--- src/rtl/hazard_ctrl.sv ---
// Hazard and pipeline-control unit for the 5-stage RV32 core: E-stage forwarding,
// load-use/RAW stalls, branch flushes, a multi-cycle-op freeze FSM and perf counters.
module hazard_ctrl #(
   parameter int REG_AW = 5,
   parameter int MC_LAT = 4,
   parameter int FWD_EN = 1,
   parameter int CNT_W  = 32
) (
   input  logic              clk,
   input  logic              rst,
   input  logic [REG_AW-1:0] rs1_d,
   input  logic [REG_AW-1:0] rs2_d,
   input  logic [REG_AW-1:0] rs1_e,
   input  logic [REG_AW-1:0] rs2_e,
   input  logic [REG_AW-1:0] rd_e,
   input  logic              reg_write_e,
   input  logic [1:0]        result_src_e,
   input  logic [REG_AW-1:0] rd_m,
   input  logic              reg_write_m,
   input  logic [REG_AW-1:0] rd_w,
   input  logic              reg_write_w,
   input  logic              pc_src_e,
   input  logic              mc_start_e,
   output logic [1:0]        forward_a_e,
   output logic [1:0]        forward_b_e,
   output logic              stall_f,
   output logic              stall_d,
   output logic              stall_e,
   output logic              flush_d,
   output logic              flush_e,
   output logic              flush_m,
   output logic              mc_busy,
   output logic              mc_done,
   output logic [CNT_W-1:0]  stall_cycles,
   output logic [CNT_W-1:0]  flush_events
);

   localparam int CW = $clog2(MC_LAT) + 1;
   localparam logic [CW-1:0] CNT_LOAD = CW'(MC_LAT - 1);
   localparam logic [CW-1:0] CNT_ONE  = CW'(1);

   typedef enum logic {IDLE, BUSY} mc_state_t;

   mc_state_t     state, state_next;
   logic [CW-1:0] cnt, cnt_next;
   logic          mc_stall;
   logic [1:0]    fwd_a, fwd_b;
   logic          load_use, rs1_d_hit, rs2_d_hit, raw, hz_stall;

   // Memory stage has the younger value, so it wins over writeback.
   always_comb begin
      fwd_a = 2'b00;
      fwd_b = 2'b00;
      if (reg_write_m && rd_m != '0 && rd_m == rs1_e)
         fwd_a = 2'b10;
      else if (reg_write_w && rd_w != '0 && rd_w == rs1_e)
         fwd_a = 2'b01;
      if (reg_write_m && rd_m != '0 && rd_m == rs2_e)
         fwd_b = 2'b10;
      else if (reg_write_w && rd_w != '0 && rd_w == rs2_e)
         fwd_b = 2'b01;
   end

   assign forward_a_e = (FWD_EN != 0) ? fwd_a : 2'b00;
   assign forward_b_e = (FWD_EN != 0) ? fwd_b : 2'b00;

   assign load_use  = (result_src_e == 2'b01) && (rd_e != '0) && (rd_e == rs1_d || rd_e == rs2_d);
   assign rs1_d_hit = (rs1_d != '0) && ((reg_write_e && rd_e == rs1_d) ||
                      (reg_write_m && rd_m == rs1_d) || (reg_write_w && rd_w == rs1_d));
   assign rs2_d_hit = (rs2_d != '0) && ((reg_write_e && rd_e == rs2_d) ||
                      (reg_write_m && rd_m == rs2_d) || (reg_write_w && rd_w == rs2_d));
   assign raw       = rs1_d_hit || rs2_d_hit;
   // A taken branch squashes the dependent instruction anyway, so it cancels the data stall.
   assign hz_stall  = ((FWD_EN != 0) ? load_use : raw) && !pc_src_e;

   always_ff @(posedge clk or posedge rst) begin
      if (rst) begin
         state <= IDLE;
         cnt   <= '0;
      end else begin
         state <= state_next;
         cnt   <= cnt_next;
      end
   end

   always_comb begin
      state_next = state;
      cnt_next   = cnt;
      case (state)
         IDLE: begin
            if (mc_start_e && (MC_LAT > 1)) begin
               state_next = BUSY;
               cnt_next   = CNT_LOAD;
            end
         end
         BUSY: begin
            if (cnt > CNT_ONE) begin
               cnt_next = cnt - CNT_ONE;
            end else begin
               state_next = IDLE;
               cnt_next   = '0;
            end
         end
         default: state_next = IDLE;
      endcase
   end

   always_comb begin
      mc_stall = 1'b0;
      mc_done  = 1'b0;
      case (state)
         IDLE: begin
            mc_stall = mc_start_e && (MC_LAT > 1);
            mc_done  = mc_start_e && (MC_LAT == 1);
         end
         BUSY: begin
            mc_stall = cnt > CNT_ONE;
            mc_done  = cnt == CNT_ONE;
         end
         default: ;
      endcase
   end

   assign mc_busy = (state == BUSY);
   assign stall_f = hz_stall || mc_stall;
   assign stall_d = hz_stall || mc_stall;
   assign stall_e = mc_stall;
   assign flush_d = pc_src_e;
   assign flush_e = pc_src_e || (hz_stall && !mc_stall);
   assign flush_m = mc_stall;

   always_ff @(posedge clk or posedge rst) begin
      if (rst) begin
         stall_cycles <= '0;
         flush_events <= '0;
      end else begin
         if (stall_f && stall_cycles != '1)
            stall_cycles <= stall_cycles + CNT_W'(1);
         if (pc_src_e && flush_events != '1)
            flush_events <= flush_events + CNT_W'(1);
      end
   end

endmodule

--- config.mk ---
export PLATFORM = sky130hd
export DESIGN_NAME = hazard_ctrl
export DESIGN_NICKNAME = d
export VERILOG_FILES = /design/src/rtl/hazard_ctrl.sv
export SDC_FILE = /design/constraint.sdc
export NUM_CORES = 1
export LEC_CHECK = 0
export CAP_MARGIN = 30
export CORE_MARGIN = 2
export CORE_UTILIZATION = 40
export DETAILED_ROUTE_END_ITERATION = 8
export PLACE_DENSITY = 0.79
export SLEW_MARGIN = 40
export SYNTH_ARGS = -nofsm -noshare
export SYNTH_HDL_FRONTEND = slang
export SYNTH_SLANG_ARGS = --single-unit
--- constraint.sdc ---
create_clock -name clk -period 4.35 [get_ports clk]
set_clock_uncertainty 0.05 [all_clocks]
set_input_delay 0.435 -clock clk [delete_from_list [all_inputs] [get_ports clk]]
set_output_delay 0.435 -clock clk [all_outputs]
set_load 0.005 [all_outputs]
# Word-level counts from Yosys, hierarchy flattened

Index checks and enable logic that the tools add are counted.

Bits in registers: 68
Input bits: 44
Word-level logic and storage cells: 52

Add/sub/neg operators: 3
Equality and inequality tests: 11
Reduce and logical (&&, ||, !) cells: 20
Multiplexer cells: 12
Magnitude comparators: 1
Bitwise operators: 1

Operators by type and width:

| cell                                                                 | number |
|---|---|
| 32-bit by 1-bit adder with 32-bit output, second input constant      | 2 |
| 32-bit inequality test, second input constant                        | 2 |
| 5-bit == test                                                        | 6 |
| 5-bit nonzero test                                                   | 3 |
| 1-bit logical AND                                                    | 12 |
| 3-bit two-way mux                                                    | 2 |
| 1-bit case mux with 2 select lines                                   | 3 |
| 3-bit case mux with 2 select lines                                   | 1 |
| 1-bit two-way mux                                                    | 4 |
| 2-bit two-way mux                                                    | 2 |
| 3-bit by 1-bit == test with 1-bit output, second input constant      | 1 |
| 3-bit by 1-bit > comparator with 1-bit output, second input constant | 1 |
| 1-bit logical OR                                                     | 3 |
| 3-bit by 1-bit subtractor with 3-bit output, second input constant   | 1 |
| 2-bit by 1-bit == test with 1-bit output, second input constant      | 1 |
| 1-bit logical NOT                                                    | 2 |
| 2-bit inequality test, second input constant                         | 1 |
| 1-bit NOT                                                            | 1 |

# Depth between registers and ports, before layout

Depth in word-level cells: 6
Gate-level depth with buffers: 11

# Worst setup path before layout

Ideal clock, no wire load.

Path kind: input-to-output
Start: input rd_e[1]
End: output stall_f
Stages: 5
Data required time: 3865 ps
Arrival: 1696 ps
Slack: 2169 ps
Path through: or4_1 o211a_1 or2_4 and2_1 buf_4

Cells in the longest elaborated chain, start to end: 5

Ends and longest elaborated chain:

| element                                               | line | text |
|---|---|---|
| from (decl)                                           | 15   | `input logic [REG_AW-1:0] rd_e,` |
| 5-bit == test or 5-bit nonzero test (tied branches)   | n/a  |  |
| 1-bit logical OR or 1-bit logical AND (tied branches) | 67   | `assign load_use = (result_src_e == 2'b01) && (rd_e != '0) && (rd_e == rs1_d \|\| rd_e == rs2_d);` |
| 1-bit logical AND *                                   | 67   |  |
| 1-bit logical AND *                                   | 74   | `assign hz_stall = ((FWD_EN != 0) ? load_use : raw) && !pc_src_e;` |
| 1-bit logical OR *                                    | n/a  |  |
| to (decl)                                             | 26   | `output logic stall_f,` |

Every way passes the cells marked *; elsewhere a longest branch is shown, timed or not.

# Worst setup path after layout

Start: input rd_m[2]
End: output forward_a_e[0]

Cells in the longest elaborated chain, start to end: 4

Ends and longest elaborated chain:

| element             | line | text |
|---|---|---|
| from (decl)         | 18   | `input logic [REG_AW-1:0] rd_m,` |
| 5-bit nonzero test  | 54   | `if (reg_write_m && rd_m != '0 && rd_m == rs1_e)` |
| 1-bit logical AND   | 54   |  |
| 1-bit logical AND * | 54   |  |
| 2-bit two-way mux * | 54   |  |
| to (decl)           | 24   | `output logic [1:0] forward_a_e,` |

Marks and branches as above.

==> flow_metrics.py <==
metrics = {
    "run_status": {
        "status": "finished clean",
    },
    "die": {
        "die_w_um": 100.3,
        "start_util_pct": 40.71,
        "fp.dieH_um": 100.3,
        "coreArea_um2": 9109,
        "dieArea_um2": 10060,
        "io_pins": 120,
        "num_rows": 35,
    },
    "finish": {
        "layout-drive-gt1-share_pct": 6.250,
        "multi_input_area_um2": 1878,
        "fillers": 811,
        "syn_to_final_growth_pct": 39.78,
        "stdcell_count": 607,
        "diodes": 0,
        "nNetsFinal": 539,
        "ff_latch_area_um2": 1702,
        "final_area_um2": 5184,
    },
    "sta": {
        "setup_violations": 0,
        "grt_setup_unrepaired": "no",
        "setup_tns_ps": 0,
        "finalCritPeriodShare_pct": 71.13,
        "worst_pin_slew_ps": 601.3,
        "hold_viol_final": 0,
        "fin_crit_ps": 3094,
        "slew_headroom_pct": 59.79,
        "maxSlewViolCount": 0,
        "clock.fmax_ghz": 0.3232,
    },
    "pwr": {
        "p_comb_share_pct": 33.9,
        "p_int_uw": 1404,
        "power.switching_uw": 676.4,
        "vdd_ir_drop_max_mv": 0.1654,
        "power_frac_seq_pct": 40.7,
        "power_density_nw_per_um2": 401.4,
        "p_sw_share_pct": 32.51,
        "p_leak_uw": 0.002191,
        "p_clk_share_pct": 25.4,
    },
    "worst_hold_path": {
        "min_path_type": "reg -> reg",
        "min_from": "stall_cycles[31]$_DFFE_PP0P_",
    },
    "route": {
        "drtPass1Iterations": 4,
        "wl_per_cell_um": 14.76,
        "via_per_inst": 5.148,
        "post-route-drc-count": 0,
        "vias": 3125,
        "drt_iter0_markers": 92,
        "wl_mm": 8.961,
        "final_antenna_net_count": 0,
    },
    "placement": {
        "postPlaceCellArea_um2": 4976,
        "numPlacedInstances": 591,
        "dp_hpwl_mm": 6.913,
        "port_buffers": 118,
        "routabilityCongestion": 0.8455,
    },
    "yosys": {
        "avgSynthCellArea_um2": 10.05,
        "synthFlopType": "dfrtp_1",
        "synth_edf_count": 0,
        "synth_cell_types": 42,
        "synthCells": 369,
        "synth.area.top_cells": "dfrtp_1 (46%), xnor2_1 (11%), xor2_1 (10%)",
        "async_flop_share_pct": 100.0,
        "yosysTopAreaCell": "dfrtp_1",
        "synthTopCellsByCount": "dfrtp_1 (68), xnor2_1 (47), xor2_1 (44), nand3_1 (36)",
        "yosysMostFrequentCell": "dfrtp_1",
        "syn_nets": 417,
        "ys_warn_count": 0,
        "synthDominantCellAreaShare_pct": 45.88,
        "seq_area_frac_synth_pct": 45.88,
        "ys_ff_latch": 68,
        "netlist_area_um2": 3709,
    },
    "cts": {
        "htree_levels": 3,
        "cts.sink_count": 68,
        "cts_buffers": 9,
        "ctsRootBufferMaster": "clkbuf_8",
        "clkSlewWorstSetupHoldPaths_ps": 70,
        "cts_tree": "yes",
        "cts_buffer_depth": 2,
        "postCtsSetupBuffers": 0,
        "cts_resized": 0,
        "ctsHoldBuffers": 0,
        "worstSkewPairLatency_ps": 340,
    },
    "global_routing": {
        "grt_usage_pct": 18.18,
        "grt_pass1_vias": 3162,
        "grt_max_degree": 44,
        "grt_pass1_wl_mm": 14.58,
        "overflow": 0,
        "antenna_found_initial": 0,
    },
    "critical_path": {
        "crit_path_start": "rd_m[2]",
        "critPathKind": "in -> out",
        "cp_max_fo": 3,
        "max_stage_delay_ps": 550,
        "start_kind": "input port",
        "rr_startpoint": "cnt[0]$_DFFE_PP0P_",
        "crit_chain": "clkdlybuf4s50_1 -> or4_1 -> o21ai_0 -> nor4_1 -> nor4_1 -> clkdlybuf4s50_1",
        "path_buf_inv": 2,
        "end_kind": "output port",
        "required_ps": 3870,
        "crit_arrival_ps": 2610,
        "critPathTopFamily": "buffers and inverters",
        "crit_path_top_delay_cell": "clkdlybuf4s50_1",
    },
    "job": {
        "maxCapViolCount": 0,
    },
}
==> through the flow <==
step / worst slack, ps / hold slack (ps) / utilization [%] / power (uW)
floorplan: 2153 / 414.3 / - / 1251
global placement: 1268 / 428.2 / 54.60 / 1543
detailed placement: 1251 / 424.1 / 54.63 / 1570
CTS: 1234 / 443.9 / 56.85 / 2103
global route: 1065 / 457.7 / 56.91 / 2212
finish: 1256 / 441.2 / 56.91 / 2081
==> cells by family after synthesis <==
logic type | share of synthesized area [%]
AOI/OAI and AO/OA | 3.981
and+or+nand+nor | 23.08
adders and majority gates | 1.350
buffers and inverters | 3.610
DFF | 45.88
xor gates and xnor gates | 21.49
muxes | 0.6072
==> worst reg2reg max path, delay by kind of cell, from the launching register on <==
kind	cells	cell delay (ps)
flops	1	430
buf+inv	2	480
simple gates	2	500
xor+xnor	1	190
fa+ha+maj	1	220
compound gates	3	630
==> per-layer routing <==
layer | global-route usage, % | vias to the layer above | share of wire (%)
li1 | - | 1515 | -
met5 | 0 | - | 0
met1 | 22.16 | 1505 | 42
met3 | 4.596 | 8 | 6.1
met4 | 6.849 | 0 | 1.3
met2 | 31.03 | 97 | 50
==> final cells by class <==
type / count / share of cell area, %
repair buffers: 120 / 23.08
clock inverters: 4 / 0.9172
clock buffers: 12 / 2.993
multi-input cells: 275 / 36.23
well taps: 111 / 2.679
inverters: 17 / 1.279
flip-flops and latches: 68 / 32.83
==> state kept, by name, indices dropped and copies added, names as in the netlist <==
register	flops
flush_events	32
stall_cycles	32
cnt	3
mc_busy	1
==> power groups by stage <==
stage	Combinational [uW]	Sequential, uW	Clock [uW]
detailed placement	713	857	0
global placement	691	852	0
floorplan	415	837	0
global route	783	861	568
finish	706	847	528
CTS	715	846	542
==> layout by cell type (no fill, tap or decap), types with 2 or more instances in the layout <==
master and instances:
or4_1 5, nor2b_1 2, inv_1 16, nor3_1 20
and2_1 4, or2_4 2, nand3_1 36, clkinv_2 2
xor2_1 44, and3_1 7, buf_4 2, and4_1 6
nor3_2 2, o21ai_0 5, dfrtp_1 68, xnor2_1 47
clkdlybuf4s50_1 118, mux2_2 2, nand4_1 11, a21oi_1 2
nor2_1 23, nor4_1 12, ha_1 4, nand2_1 23
clkbuf_8 11, o22ai_1 3
==> worst paths after layout <==
| kind | endpoint | slack (ps) | depth (start not counted) |
|---|---|---|---|
| worst max-delay path | forward_a_e[0] | 1260 | 6 |
| worst min-delay path | stall_cycles[31]$_DFFE_PP0P_ | 440 | 1 |
| worst max register to register | stall_cycles[21]$_DFFE_PP0P_ | 1760 | 9 |
| worst min register to register | stall_cycles[31]$_DFFE_PP0P_ | 440 | 1 |
| max in group asynchronous | flush_events[13]$_DFFE_PP0P_ | 3060 | 3 |
| min in group asynchronous | flush_events[23]$_DFFE_PP0P_ | 450 | 2 |
(Power assumes the default switching activity.)
